`src/rtl/cdm_pkg.sv`:
```
// Shared types and helpers for the sequential carry-disregard multiplier.
package cdm_pkg;

    typedef enum logic [1:0] {
        IDLE = 2'd0,
        RUN  = 2'd1,
        DONE = 2'd2
    } cdm_state_e;

    // Width of one slice partial product: WIDTH-bit multiplicand shifted by up to CHUNK-1.
    function automatic int unsigned cdm_pp_width(input int unsigned width, input int unsigned chunk);
        return width + chunk;
    endfunction

endpackage

```
`src/rtl/cdm_chunk_pp.sv`:
```
// Combinational WIDTH x CHUNK partial product, exact or carry-disregard in the low field.
module cdm_chunk_pp
    import cdm_pkg::*;
#(
    parameter int unsigned WIDTH     = 8,
    parameter int unsigned CHUNK     = 4,
    parameter int unsigned DISREGARD = 4,
    localparam int unsigned PW       = cdm_pp_width(WIDTH, CHUNK)
) (
    input  logic [WIDTH-1:0] a,
    input  logic [CHUNK-1:0] slice,
    input  logic             approx_en,
    output logic [PW-1:0]    pp_c
);

    localparam logic [PW-1:0] LOW_MASK = ~({PW{1'b1}} << DISREGARD);

    logic [PW-1:0] row;
    logic [PW-1:0] exact_sum;
    logic [PW-1:0] low_or;
    logic [PW-1:0] high_sum;

    // Sum the shifted rows exactly, and separately OR the low field while summing the rest.
    always_comb begin
        row       = '0;
        exact_sum = '0;
        low_or    = '0;
        high_sum  = '0;
        for (int j = 0; j < int'(CHUNK); j++) begin
            row       = PW'(a & {WIDTH{slice[j]}}) << j;
            exact_sum = exact_sum + row;
            low_or    = low_or | (row & LOW_MASK);
            high_sum  = high_sum + (row >> DISREGARD);
        end
        pp_c = approx_en ? ((high_sum << DISREGARD) | low_or) : exact_sum;
    end

endmodule

```
`src/rtl/cdm_seq_mul.sv`:
```
// Sequential carry-disregard approximate multiplier, one CHUNK-bit multiplier slice per cycle.
// Optional error statistics (err_dist, err_count) are built when CDM_ERR_STAT_EN is defined.
module cdm_seq_mul
    import cdm_pkg::*;
#(
    parameter int unsigned WIDTH     = 8,
    parameter int unsigned CHUNK     = 4,
    parameter int unsigned DISREGARD = 4,
    localparam int unsigned NCHUNK   = WIDTH / CHUNK,
    localparam int unsigned AW       = $clog2(NCHUNK + 1)
) (
    input  logic               clk,
    input  logic               rst,
    input  logic               in_valid,
    output logic               in_ready,
    input  logic [WIDTH-1:0]   a,
    input  logic [WIDTH-1:0]   b,
    input  logic [AW-1:0]      approx_chunks,
    output logic               out_valid,
    input  logic               out_ready,
    output logic [2*WIDTH-1:0] r
`ifdef CDM_ERR_STAT_EN
    ,
    output logic [2*WIDTH-1:0] err_dist,
    output logic [15:0]        err_count
`endif
);

    localparam int unsigned PW = cdm_pp_width(WIDTH, CHUNK);
    localparam int unsigned RW = 2 * WIDTH;

    cdm_state_e       state;
    logic [WIDTH-1:0] a_q;
    logic [WIDTH-1:0] b_q;
    logic [AW-1:0]    napx_q;
    logic [AW-1:0]    idx;
    logic [RW-1:0]    acc;

    logic [CHUNK-1:0] slice_c;
    logic             approx_en_c;
    logic [PW-1:0]    pp_c;
    logic [RW-1:0]    acc_nxt_c;
    logic [AW-1:0]    napx_clamp_c;
    logic             last_c;

    // Select the current multiplier slice and form the next accumulator value.
    always_comb begin
        slice_c      = CHUNK'(b_q >> (idx * CHUNK));
        approx_en_c  = (idx < napx_q);
        acc_nxt_c    = acc + (RW'(pp_c) << (idx * CHUNK));
        last_c       = (idx == AW'(NCHUNK - 1));
        napx_clamp_c = (approx_chunks > AW'(NCHUNK)) ? AW'(NCHUNK) : approx_chunks;
    end

    cdm_chunk_pp #(
        .WIDTH     (WIDTH),
        .CHUNK     (CHUNK),
        .DISREGARD (DISREGARD)
    ) u_pp (
        .a         (a_q),
        .slice     (slice_c),
        .approx_en (approx_en_c),
        .pp_c      (pp_c)
    );

    // Control FSM with operand latch, accumulator and registered handshake outputs.
    always_ff @(posedge clk or posedge rst) begin
        if (rst) begin
            state     <= IDLE;
            in_ready  <= 1'b1;
            out_valid <= 1'b0;
            r         <= '0;
            a_q       <= '0;
            b_q       <= '0;
            napx_q    <= '0;
            idx       <= '0;
            acc       <= '0;
        end else begin
            case (state)
                IDLE: begin
                    if (in_valid && in_ready) begin
                        a_q      <= a;
                        b_q      <= b;
                        napx_q   <= napx_clamp_c;
                        acc      <= '0;
                        idx      <= '0;
                        in_ready <= 1'b0;
                        state    <= RUN;
                    end
                end
                RUN: begin
                    acc <= acc_nxt_c;
                    idx <= idx + AW'(1);
                    if (last_c) begin
                        r         <= acc_nxt_c;
                        out_valid <= 1'b1;
                        state     <= DONE;
                    end
                end
                DONE: begin
                    if (out_ready) begin
                        out_valid <= 1'b0;
                        in_ready  <= 1'b1;
                        state     <= IDLE;
                    end
                end
                default: begin
                    state     <= IDLE;
                    in_ready  <= 1'b1;
                    out_valid <= 1'b0;
                end
            endcase
        end
    end

`ifdef CDM_ERR_STAT_EN
    logic [RW-1:0] exact_c;

    // Exact reference product of the latched operands.
    always_comb begin
        exact_c = RW'(a_q) * RW'(b_q);
    end

    // Error distance captured with the result; count non-zero errors at each output handshake.
    always_ff @(posedge clk or posedge rst) begin
        if (rst) begin
            err_dist  <= '0;
            err_count <= '0;
        end else begin
            if (state == RUN && last_c) begin
                err_dist <= exact_c - acc_nxt_c;
            end
            if (state == DONE && out_ready && err_dist != '0 && err_count != 16'hFFFF) begin
                err_count <= err_count + 16'd1;
            end
        end
    end
`endif

endmodule

```
`config.mk`:
```
export PLATFORM = sky130hd
export DESIGN_NAME = cdm_seq_mul
export DESIGN_NICKNAME = d
export VERILOG_FILES = /design/src/rtl/cdm_pkg.sv /design/src/rtl/cdm_chunk_pp.sv /design/src/rtl/cdm_seq_mul.sv
export SDC_FILE = /design/constraint.sdc
export NUM_CORES = 1
export LEC_CHECK = 0
export ABC_AREA = 1
export CORE_MARGIN = 5
export CORE_UTILIZATION = 30
export CTS_BUF_LIST = sky130_fd_sc_hd__clkbuf_4
export DETAILED_ROUTE_END_ITERATION = 16
export DONT_BUFFER_PORTS = 1
export PLACE_DENSITY = 0.49
export SLEW_MARGIN = 10
export SYNTH_ARGS = -nofsm -noshare
export SYNTH_HDL_FRONTEND = slang
export SYNTH_SLANG_ARGS = --single-unit
```
`constraint.sdc`:
```
create_clock -name clk -period 4.8 [get_ports clk]
set_input_delay 0.96 -clock clk [delete_from_list [all_inputs] [get_ports clk]]
set_output_delay 0.96 -clock clk [all_outputs]
set_load 0.01 [all_outputs]
```
==> out/metrics.csv <==
metric;value;unit
status;finished with violations;
failing checks;negative setup slack;
max capacitance violation total;0;
Hold WC Path Type;flip-flop to flip-flop;
Core Rows;46;
Syn-to-layout area delta;30.5;%
vias in the first global route;4296;
slowest stage cell, crit path;fa_1;
core area;15800;um2
die height;136;um
Req. time, crit path;5120;ps
EDFF count, synth;0;
worst hold path depth;2;
share of flip-flops with an asynchronous set or reset;100;%
CTS Root Cell;clkbuf_4;
post-synthesis register bit count;56;
hold buffers post-CTS;0;
Finished Cell Area;6250;um2
Synth Warn #;0;
HP Start;b_q[3]$_DFFE_PP0P_;
layout cell share with drive strength beyond 1;29.9;%
H-tree levels;2;
final setup fails;10;
Worst path max stage delay;530;ps
post-synthesis cell count;643;
routed len/inst;13.5;um
CP endpoint kind;flip-flop;
min cycle time layout;4860;ps
unrepaired setup endpoints after global routing;yes;
Slew Limit Headroom;39.6;%
port bufs;0;
largest net degree at the start of global routing;57;
end of the worst hold path;b_q[3]$_DFFE_PP0P_;
final worst slack;-62.2;ps
Reg area;1400;um2
DP Area;5460;um2
worst-case clock buffer depth;2;
endpoints failing hold;0;
Initial Utilization;30.4;%
leading area contributor after synthesis;dfrtp_1;
Via density;4.63;
worst hold-check slack;494;ps
GRT overflow;0;
Total Nets Final;800;
Multi-input gate area;3530;um2
1st-pass router iterations;4;
Skew-Pair Late Insertion Delay;420;ps
Routed Antenna Nets;0;
first-pass GRT wire length;20500;um
RR Endpoint;r[15]$_DFFE_PP0P_;
reg2reg setup slack;-60;ps
layout filler cell count;1627;
Synth top area share;28.7;%
Seq/Total Area, Yosys;29.3;%
Worst R2R Start;idx[0]$_DFFE_PP0P_;
CP Max Fanout;6;
worst slew pin tran;905;ps
area of the die;18600;um2
Final Skew;12.7;ps
RePlAce Congestion;0.872;
initial antenna violation count;0;
initial drt markers;200;
total track usage;13.8;%
clock slew at reported path FFs;140;ps
Top FF cell, synth;dfrtp_1;
crit path kind;flip-flop to flip-flop;
CP startpoint kind;flip-flop;
max-slew violations;0;
post-synth cell types;40;
I/O Pins;40;
Die Width;136;um
total CTS buffers;5;
WL final;12600;um
routed vias;4304;
Most common cell on crit path;inv_1;
DRC errors left;0;
final worst-path cycle share;101;%
path depth of the worst reg2reg path;28;
crit path DAT;5180;ps
CTS tree;built;
clock tree sinks;56;
Cell Area, Synth;4790;um2
post-DP HPWL;9980;um
Max Freq;206;MHz
Avg Inst Size Synth;7.46;um2
Mapped Nets;732;
Area contributors post-synth;dfrtp_1 29%, nand2_1 13%, ha_1 12%;
per-stage QoR:
stage	setup WS [ps]	setup TNS (ps)	utilization [%]	instances
floorplan	19.6	0	-	643
global placement	-276	-1930	34.6	903
detailed placement	-279	-2360	34.6	903
CTS	-4.48	-4.48	37.3	919
global route	-383	-5660	39.6	928
finish	-62.2	-361	39.7	929
worst max-delay path: cells and delay by family (launching register included):
family | cells | cell delay (ps)
adders and majority gates | 4 | 1610
and+or+nand+nor | 10 | 1100
AOI/OAI and AO/OA | 6 | 900
buffers and inverters | 8 | 670
DFF | 1 | 490
cell usage in the layout (no fill, tap or decap), types with 3 or more instances in the layout:
| cell type | n |
|---|---|
| or2_2 | 3 |
| dfrtp_1 | 54 |
| nor2_1 | 32 |
| nand2_4 | 5 |
| o22ai_4 | 3 |
| clkbuf_4 | 7 |
| nand3_2 | 8 |
| nor2_2 | 5 |
| nand2_1 | 151 |
| o21bai_1 | 3 |
| xor2_1 | 7 |
| inv_1 | 91 |
| o21ai_2 | 3 |
| xnor2_1 | 6 |
| fa_2 | 4 |
| nor2_4 | 14 |
| ha_4 | 13 |
| ha_1 | 31 |
| nand3_1 | 30 |
| a21o_1 | 4 |
| fa_1 | 18 |
| o21ai_0 | 33 |
| nand2_2 | 16 |
| a21oi_1 | 7 |
| inv_2 | 14 |
| buf_4 | 70 |
| a21oi_4 | 4 |
| a21oi_2 | 20 |
| o21ai_1 | 17 |
state kept, by name, indices dropped and copies added (netlist names):
name,count
a_q,8
out_valid,1
napx_q,2
r,16
b_q,8
state,2
idx,2
acc,16
in_ready,1
cell families (layout without fill, tap and decap cells):
kind of cell | Yosys count | after routing | synth area share [%]
AOI/OAI and AO/OA | 109 | 109 | 12.6
and+or+nand+nor | 274 | 274 | 24.1
buffers and inverters | 121 | 190 | 10.2
adders and majority gates | 67 | 67 | 20.9
xor gates and xnor gates | 16 | 16 | 2.92
DFF | 56 | 56 | 29.3
other | 0 | 1 | 0
synth_stat cells (all sizes together), types with 3 or more instances:
cell type and count:
a21oi 31, nand3 38, o22ai 7, dfrtp 55
o21bai 4, nand2 172, nor3 3, fa 22
xnor2 8, nor2 51, inv 109, buf 7
xor2 8, or2 7, clkbuf 5, o21ai 55
ha 45, a21o 4
routing by layer:
layer	part of all wire, %	up-vias	track usage, %
met5	0	-	0
met4	1.2	0	2.97
met3	5.0	16	3.22
met2	47	93	22.6
met1	47	2015	18.5
li1	-	2180	-
worst max-delay path by stage:
stage                             startpoint             endpoint  cells after the start
after floorplan           idx[0]$_DFFE_PP0P_  acc[14]$_DFFE_PP0P_                     32
after global placement    idx[0]$_DFFE_PP0P_    r[14]$_DFFE_PP0P_                     31
after detailed placement  idx[0]$_DFFE_PP0P_  acc[14]$_DFFE_PP0P_                     31
after CTS                 idx[1]$_DFFE_PP0P_    r[14]$_DFFE_PP0P_                     31
after global routing      idx[0]$_DFFE_PP0P_  acc[14]$_DFFE_PP0P_                     28
final                     idx[0]$_DFFE_PP0P_    r[15]$_DFFE_PP0P_                     28
final cells by class:
cell class	instances	share of cell area (%)
antenna	1	0.0400
clock buffer	7	0.840
clock inverter	1	0.0600
inverter	109	6.82
multi-input combinational	466	56.5
sequential	56	22.4
tap	216	4.32
timing repair buffer	73	9.00
what timing repair did:
action,in CTS,in global routing
pin swaps,50,50
setup buffers,8,9
hold endpoints to repair,0,0
gates cloned,0,0
resized for setup,73,78
setup endpoints to repair,16,22
Power is left out: the tool's default activity adds up to more than one toggle a clock period on the data nets, which glitch-free logic cannot reach.
